[config.mk]
export PLATFORM = sky130hd
export DESIGN_NAME = dead_time_generator
export DESIGN_NICKNAME = d
export VERILOG_FILES = /design/src/rtl/dead_time_pkg.sv /design/src/rtl/dead_time_counter.sv /design/src/rtl/dead_time_generator.sv
export SDC_FILE = /design/constraint.sdc
export NUM_CORES = 1
export LEC_CHECK = 0
export BUFFER_PORTS_ARGS = -buffer_cell sky130_fd_sc_hd__buf_2
export CAP_MARGIN = 10
export CORE_AREA = 2 2 39 41
export CTS_CLUSTER_DIAMETER = 100
export DETAILED_ROUTE_END_ITERATION = 10
export DIE_AREA = 0 0 41 43
export PLACE_DENSITY_LB_ADDON = 0.25
export SLEW_MARGIN = 15
export SYNTH_ARGS = -nofsm -noshare
export SYNTH_HDL_FRONTEND = slang
export SYNTH_SLANG_ARGS = --single-unit
[constraint.sdc]
create_clock -name Clock -period 5.7 [get_ports Clock]
set_clock_uncertainty 0.2 [all_clocks]
set_input_delay 0.57 -clock Clock [delete_from_list [all_inputs] [get_ports Clock]]
set_output_delay 0.57 -clock Clock [all_outputs]
set_load 0.01 [all_outputs]
[src/rtl/dead_time_pkg.sv]
// Shared types and constants for the half-bridge dead-time generator.
// One-hot FSM state, request decode type, and DEAD_TIME range constants.
package dead_time_pkg;

  localparam int DEAD_TIME_DEF = 4;
  localparam int DEAD_TIME_MIN = 1;
  localparam int DEAD_TIME_MAX = 255;

  localparam int B_IDLE  = 0;
  localparam int B_HIGH  = 1;
  localparam int B_LOW   = 2;
  localparam int B_DEAD  = 3;
  localparam int B_FAULT = 4;

  typedef enum logic [4:0] {
    S_IDLE    = 5'b00001,
    S_HIGH_ON = 5'b00010,
    S_LOW_ON  = 5'b00100,
    S_DEAD    = 5'b01000,
    S_FAULT   = 5'b10000
  } state_t;

  typedef enum logic [1:0] {
    REQ_NONE = 2'd0,
    REQ_HIGH = 2'd1,
    REQ_LOW  = 2'd2
  } req_t;

  function automatic state_t req_target(
    input req_t req
  );
    state_t s;
    case (req)
      REQ_HIGH: s = S_HIGH_ON;
      REQ_LOW:  s = S_LOW_ON;
      default:  s = S_IDLE;
    endcase
    return s;
  endfunction

endpackage

[src/rtl/dead_time_counter.sv]
// Loadable down-counter that times the dead interval.
// Ports: i_clk, i_rst_n, i_load, i_load_val, i_dec, o_zero.
module dead_time_counter #(
  parameter int         W       = 3,
  parameter logic [W-1:0] RST_VAL = '0
) (
  input  logic         i_clk,
  input  logic         i_rst_n,
  input  logic         i_load,
  input  logic [W-1:0] i_load_val,
  input  logic         i_dec,
  output logic         o_zero
);

  logic [W-1:0] r_cnt;

  always_ff @(posedge i_clk or negedge i_rst_n) begin
    if (!i_rst_n) begin
      r_cnt <= RST_VAL;
    end else if (i_load) begin
      r_cnt <= i_load_val;
    end else if (i_dec && (r_cnt != '0)) begin
      r_cnt <= r_cnt - W'(1);
    end
  end

  assign o_zero = (r_cnt == '0);

endmodule

[src/rtl/dead_time_generator.sv]
// Turns a complementary PWM pair into non-overlapping half-bridge gates.
// In: Clock, Reset, PWM_High/Low, Enable, Fault, Fault_Clear. Out: gates, Dead_Active, Fault_Latched.
module dead_time_generator
  import dead_time_pkg::*;
#(
  parameter int DEAD_TIME = DEAD_TIME_DEF
) (
  input  logic Clock,
  input  logic Reset,
  input  logic PWM_High,
  input  logic PWM_Low,
  input  logic Enable,
  input  logic Fault,
  input  logic Fault_Clear,
  output logic Gate_High,
  output logic Gate_Low,
  output logic Dead_Active,
  output logic Fault_Latched
);

  localparam int CW = $clog2(DEAD_TIME + 1);
  localparam logic [CW-1:0] LOAD_VAL = CW'(DEAD_TIME - 1);

  logic   r_hi;
  logic   r_lo;
  logic   r_en;
  logic   r_flt;
  state_t r_state;
  req_t   w_req;
  logic   w_load;
  logic   w_dec;
  logic   w_zero;

  always_ff @(posedge Clock or negedge Reset) begin
    if (!Reset) begin
      r_hi  <= 1'b0;
      r_lo  <= 1'b0;
      r_en  <= 1'b0;
      r_flt <= 1'b0;
    end else begin
      r_hi  <= PWM_High;
      r_lo  <= PWM_Low;
      r_en  <= Enable;
      r_flt <= Fault;
    end
  end

  // Equal pairs (00/11) and Enable=0 both decode to NONE.
  always_comb begin
    w_req = REQ_NONE;
    if (r_en && r_hi && !r_lo) begin
      w_req = REQ_HIGH;
    end else if (r_en && !r_hi && r_lo) begin
      w_req = REQ_LOW;
    end
  end

  // Load on every entry into DEAD; count down only while in DEAD.
  always_comb begin
    w_load = 1'b0;
    w_dec  = 1'b0;
    if (!r_flt) begin
      unique case (1'b1)
        r_state[B_HIGH]:  w_load = (w_req != REQ_HIGH);
        r_state[B_LOW]:   w_load = (w_req != REQ_LOW);
        r_state[B_DEAD]:  w_dec  = !w_zero;
        r_state[B_FAULT]: w_load = Fault_Clear;
        default: ;
      endcase
    end
  end

  always_ff @(posedge Clock or negedge Reset) begin
    if (!Reset) begin
      r_state <= S_DEAD;
    end else if (r_flt) begin
      r_state <= S_FAULT;
    end else begin
      unique case (1'b1)
        r_state[B_IDLE]:  r_state <= req_target(w_req);
        r_state[B_HIGH]:  if (w_req != REQ_HIGH) r_state <= S_DEAD;
        r_state[B_LOW]:   if (w_req != REQ_LOW) r_state <= S_DEAD;
        r_state[B_DEAD]:  if (w_zero) r_state <= req_target(w_req);
        r_state[B_FAULT]: if (Fault_Clear) r_state <= S_DEAD;
        default:          r_state <= S_DEAD;
      endcase
    end
  end

  dead_time_counter #(
    .W       (CW),
    .RST_VAL (LOAD_VAL)
  ) u_cnt (
    .i_clk      (Clock),
    .i_rst_n    (Reset),
    .i_load     (w_load),
    .i_load_val (LOAD_VAL),
    .i_dec      (w_dec),
    .o_zero     (w_zero)
  );

  assign Gate_High     = r_state[B_HIGH];
  assign Gate_Low      = r_state[B_LOW];
  assign Dead_Active   = r_state[B_DEAD];
  assign Fault_Latched = r_state[B_FAULT];

endmodule

# Word level (Yosys, flattened, before mapping)
# Cells that the tools add are included.
[totals]
inputBits = 7
out_inout_bits = 4
regBits = 12
elab_cells = 37
[classes]
n_mux = 15
reduce_logical = 11
addsub = 1
eq_ne = 4
[ops]
columns = ["cell", "n"]
rows = [
  ["one-hot mux 5 bit (5 select lines)", 1],
  ["two-way mux 4 bit", 3],
  ["two-way mux 5 bit", 2],
  ["two-way mux 3 bit", 2],
  ["one-hot mux 3 bit (2 select lines)", 1],
  ["logical AND 1 bit", 5],
  ["two-way mux 2 bit", 2],
  ["logical NOT 1 bit", 3],
  ["logical NOT 3 bit", 1],
  ["two-way mux 1 bit", 3],
  ["one-hot mux 1 bit (3 select lines)", 1],
  ["nonzero test 3 bit", 1],
  ["subtractor 3 x 1 -> 3 bit, second input constant", 1],
  ["== test 2 x 1 -> 1 bit, second input constant", 1],
  ["== test 2 bit, second input constant", 1],
  ["inequality test 2 x 1 -> 1 bit, second input constant", 1],
  ["inequality test 2 bit, second input constant", 1],
  ["nonzero test 2 bit", 1],
]

# Depth between registers and ports, before layout
[logic_depth]
ltp_word = 10
ltp_mapped = 6
mapped_depth_nobuf = 6

# Hierarchy
# From an unflattened synthesis, not the netlist that was laid out.
[hier_totals]
cells_unflattened = 53
area_unflattened_um2 = 585.6
[by_module_without_submodules]
columns = ["mod", "seq_area_each_um2", "area_per_inst_um2", "cells_each", "n_inst"]
rows = [
  ["dead_time_generator", 226.5, 392.9, 34, 1],
  ["dead_time_counter", 77.6, 192.7, 19, 1],
]

# Worst setup path before layout
# No wires, ideal clock.
[synth_timing]
path_kind = "register -> register"
from = "register u_cnt.r_cnt[0]"
to = "register u_cnt.r_cnt[1]"
synth_period_minus_slack_ns = 1.895
setup_ns = 0.091
t_arrival_ns = 1.604
stages_incl_launch_ff = 7
required_ns = 5.409
n_path_buf = 0
slack_ns = 3.805
path_cell_list = "dfstp_2 inv_1 ha_1 ha_1 nor3b_2 mux2_1 o31ai_1"
[synth_via]
elab_chain_cells = 6
[synth_rtl]
columns = ["item", "line_no", "rtl"]
rows = [
  ["start: declaration", "dead_time_counter.sv:15", "logic [W-1:0] r_cnt;"],
  ["start signal: assignment", "dead_time_counter.sv:21", "r_cnt <= i_load_val;"],
  ["start signal: assignment", "dead_time_counter.sv:23", "r_cnt <= r_cnt - W'(1);"],
  ["branches (longest 6 deep; another with subtractor 3 x 1 -> 3 bit)", "n/a", ""],
]
# Parallel ways; which one is timed is not known. The select of a mux whose other input is x is not followed.
# A chain may end at the register's enable or synchronous reset.

# Worst setup path after layout
# Same ends and word-level chain as after synthesis.

==> results.tsv <==
metric	value	unit
fmax	499	MHz
final-instance-count-excl-fill	77	
path_cells	inv_1 > ha_1 > ha_1 > nor3b_2 > mux2_1 > o31ai_1	
fillers	132	
finalNetCount	71	
cts_tree	done	
crit_path_end_kind	flop	
fin_crit_sh	35.2	%
crit_type	flop to flop	
hpwl	716	um
avgSynthCellArea	12.2	um2
power.internal	170	uW
yosysWarnings	0	
vias	378	
ant_nets	0	
tightest_slew	343	ps
io_buffers	10	
insertion_delay	270	ps
postSynthCellCount	46	
slowest_delay	540	ps
finalHoldViolations	0	
finalSetupTns	0	ps
ioPinCount	11	
ys_ff_latch	12	
grt_pass1_vias	354	
start_kind	flop	
htree_levels	1	
seqPwrFrac	48.3	%
power_density	342	nW/um2
root_buffer	clkbuf_4	
synth_nets	55	
ir_worst_vdd	0.000156	V
yosysTopAreaCellShare	40.2	%
routed_wl	932	um
synth.distinct_cells	21	
grtUsageTotal	13.9	%
die_area	1760	um2
dp_cells	72	
rsz0062_at_grt	false	
drc_errors	0	
rows	14	
drv_cap	0	
pwr-share-clk	28.7	%
cts_inserted_buffers	3	
seq_area_frac_synth	54.2	%
p_leak	0.000338	uW
dp_worst_setup_slack	3720	ps
slew_violations	0	
grt_pass1_wl	1560	um
setup_ws	3700	ps
drtPass1Iterations	4	
arrival	1980	ps
vias_per_cell	4.91	
crit_fanout	3	
sw_frac_of_total	26.7	%
antenna_found_initial	0	
die_h	43	um
n_antenna_cell	0	
min_path_type	input port to flop	
crit_path_frequent_cell	ha_1	
total_power	232	uW
clk_path_buf_depth	2	
path_clk_slew	80	ps
synth_area_leaders	dfrtp_1 40%, dfstp_2 14%, a221oi_4 4.7%, ha_1 4.5%, a21o_1 4.0%	
start_util	40.5	%
finalSetupViolCount	0	
syn-cell-area	561	um2
combPwrFrac	23.1	%
area_growth_syn_to_layout	20.8	%
place_congestion	0.702	
crit_slowest_cell	dfstp_2	
hold_ws	197	ps
slew_headroom	77.0	%
die_w	41	um
status	finished, final reports clean	
yosysTopAreaCell	dfrtp_1	
drive_above_1_share	32.8	%
grt.overflow.total	0	
crit_required	5680	ps
cts.sinks	12	
drt_iter0_drc	5	
grt_max_degree	13	
min_period	2000	ps
wire_per_inst	12.1	um
post_cts_buffers	0	
p_switching	61.8	uW
core-area	1380	um2
## final cells by class
class                      instances  area, um2  share of cell area [%]
sequential                        12        304                    44.9
clock buffer                       4       36.3                    5.36
inverter                           6       22.5                    3.33
timing repair buffer              11       60.1                    8.87
multi-input combinational         28        234                    34.6
tap                               16       20.0                    2.96
## worst paths after layout
check,start,endpoint,slack [ps],cells after the start
max,u_cnt.r_cnt[0]$_DFFE_PN1P_,u_cnt.r_cnt[1]$_DFFE_PN1P_,3700,6
min,Enable,r_en$_DFF_PN0_,200,1
max reg2reg,u_cnt.r_cnt[0]$_DFFE_PN1P_,u_cnt.r_cnt[1]$_DFFE_PN1P_,3700,6
min reg2reg,r_flt$_DFF_PN0_,r_state[3]$_DFF_PN1_,350,1
max in group asynchronous,Reset,u_cnt.r_cnt[0]$_DFFE_PN1P_,4520,2
min in group asynchronous,Reset,r_state[0]$_DFF_PN0_,500,2
## worst max-delay path, delay by kind of cell, from the launching register on
| family | cells | cell delay, ps |
|---|---|---|
| adder cells (fa/ha/maj) | 2 | 400 |
| AND/OR/NAND/NOR | 1 | 320 |
| flip-flops | 1 | 540 |
| multiplexers | 1 | 350 |
| AO/OA/AOI/OAI | 1 | 70 |
| buffers and inverters | 1 | 40 |
## cell usage after synthesis
cell type,count
o31a_1,1
a21o_1,3
a21oi_1,1
ha_1,2
and2_1,1
nor3_1,3
nor2_1,3
nor3b_2,1
dfrtp_1,9
nor4_1,1
a221oi_4,1
nand3b_4,1
mux2i_1,1
mux2_1,1
o31ai_1,2
o21ai_0,2
xnor2_1,2
dfstp_2,3
nand2_1,1
inv_1,6
nand3b_1,1
## stage by stage
| step | utilization (%) | cell area (um2) |
|---|---|---|
| after global placement | 45.6 | 631 |
| final | 48.9 | 677 |
| after CTS | 48.9 | 677 |
| after global routing | 48.9 | 677 |
| after detailed placement | 45.6 | 631 |
| after floorplan | - | 561 |
## power by group through the flow
stage	Sequential, uW	Clock, uW	Combinational, uW
after floorplan	113	0	40.8
after global placement	113	0	53.1
after detailed placement	114	0	53.4
after CTS	112	68.9	53.7
after global routing	114	74.3	60.2
final	112	66.4	53.5
## sequential cells by signal, indices dropped and copies added, names as in the netlist
signal	flops
r_state	5
r_en	1
r_hi	1
u_cnt.r_cnt	3
r_lo	1
r_flt	1
## cells in the final DEF, fill, tap and decap left out, types with 2 or more instances in the layout
cell type	netlist	final
buf_2	0	10
dfrtp_1	9	9
inv_1	6	6
a21o_1	3	3
nor2_1	3	3
nor3_1	3	3
clkbuf_4	0	3
dfstp_2	3	3
o21ai_0	2	2
xnor2_1	2	2
o31ai_1	2	2
ha_1	2	2
## cell families (layout without fill, tap and decap cells)
logic type      Yosys count  in the layout  synth area share (%)
compound gates           10             10                  15.6
simple gates             12             12                  14.7
fa+ha+maj                 2              2                  4.46
flops                    12             12                  54.2
xor+xnor                  2              2                  3.13
mux                       2              2                  3.79
buf+inv                   6             21                  4.02
## layer usage
metal / vias to the layer above / share of wire [%] / track usage (%)
met4: 0 / 1.9 / 10.0
met1: 169 / 46 / 17.7
met2: 13 / 46 / 18.8
met5: - / 0 / 0
met3: 4 / 5.5 / 4.71
li1: 192 / - / -
## repair_timing
| item | 4_1_cts | 5_1_grt |
|---|---|---|
| hold buffers | 1 | 0 |
| resized for setup | 0 | 0 |
| endpoints found under the hold margin | 9 | 0 |
Power figures use the tool's default switching activity.
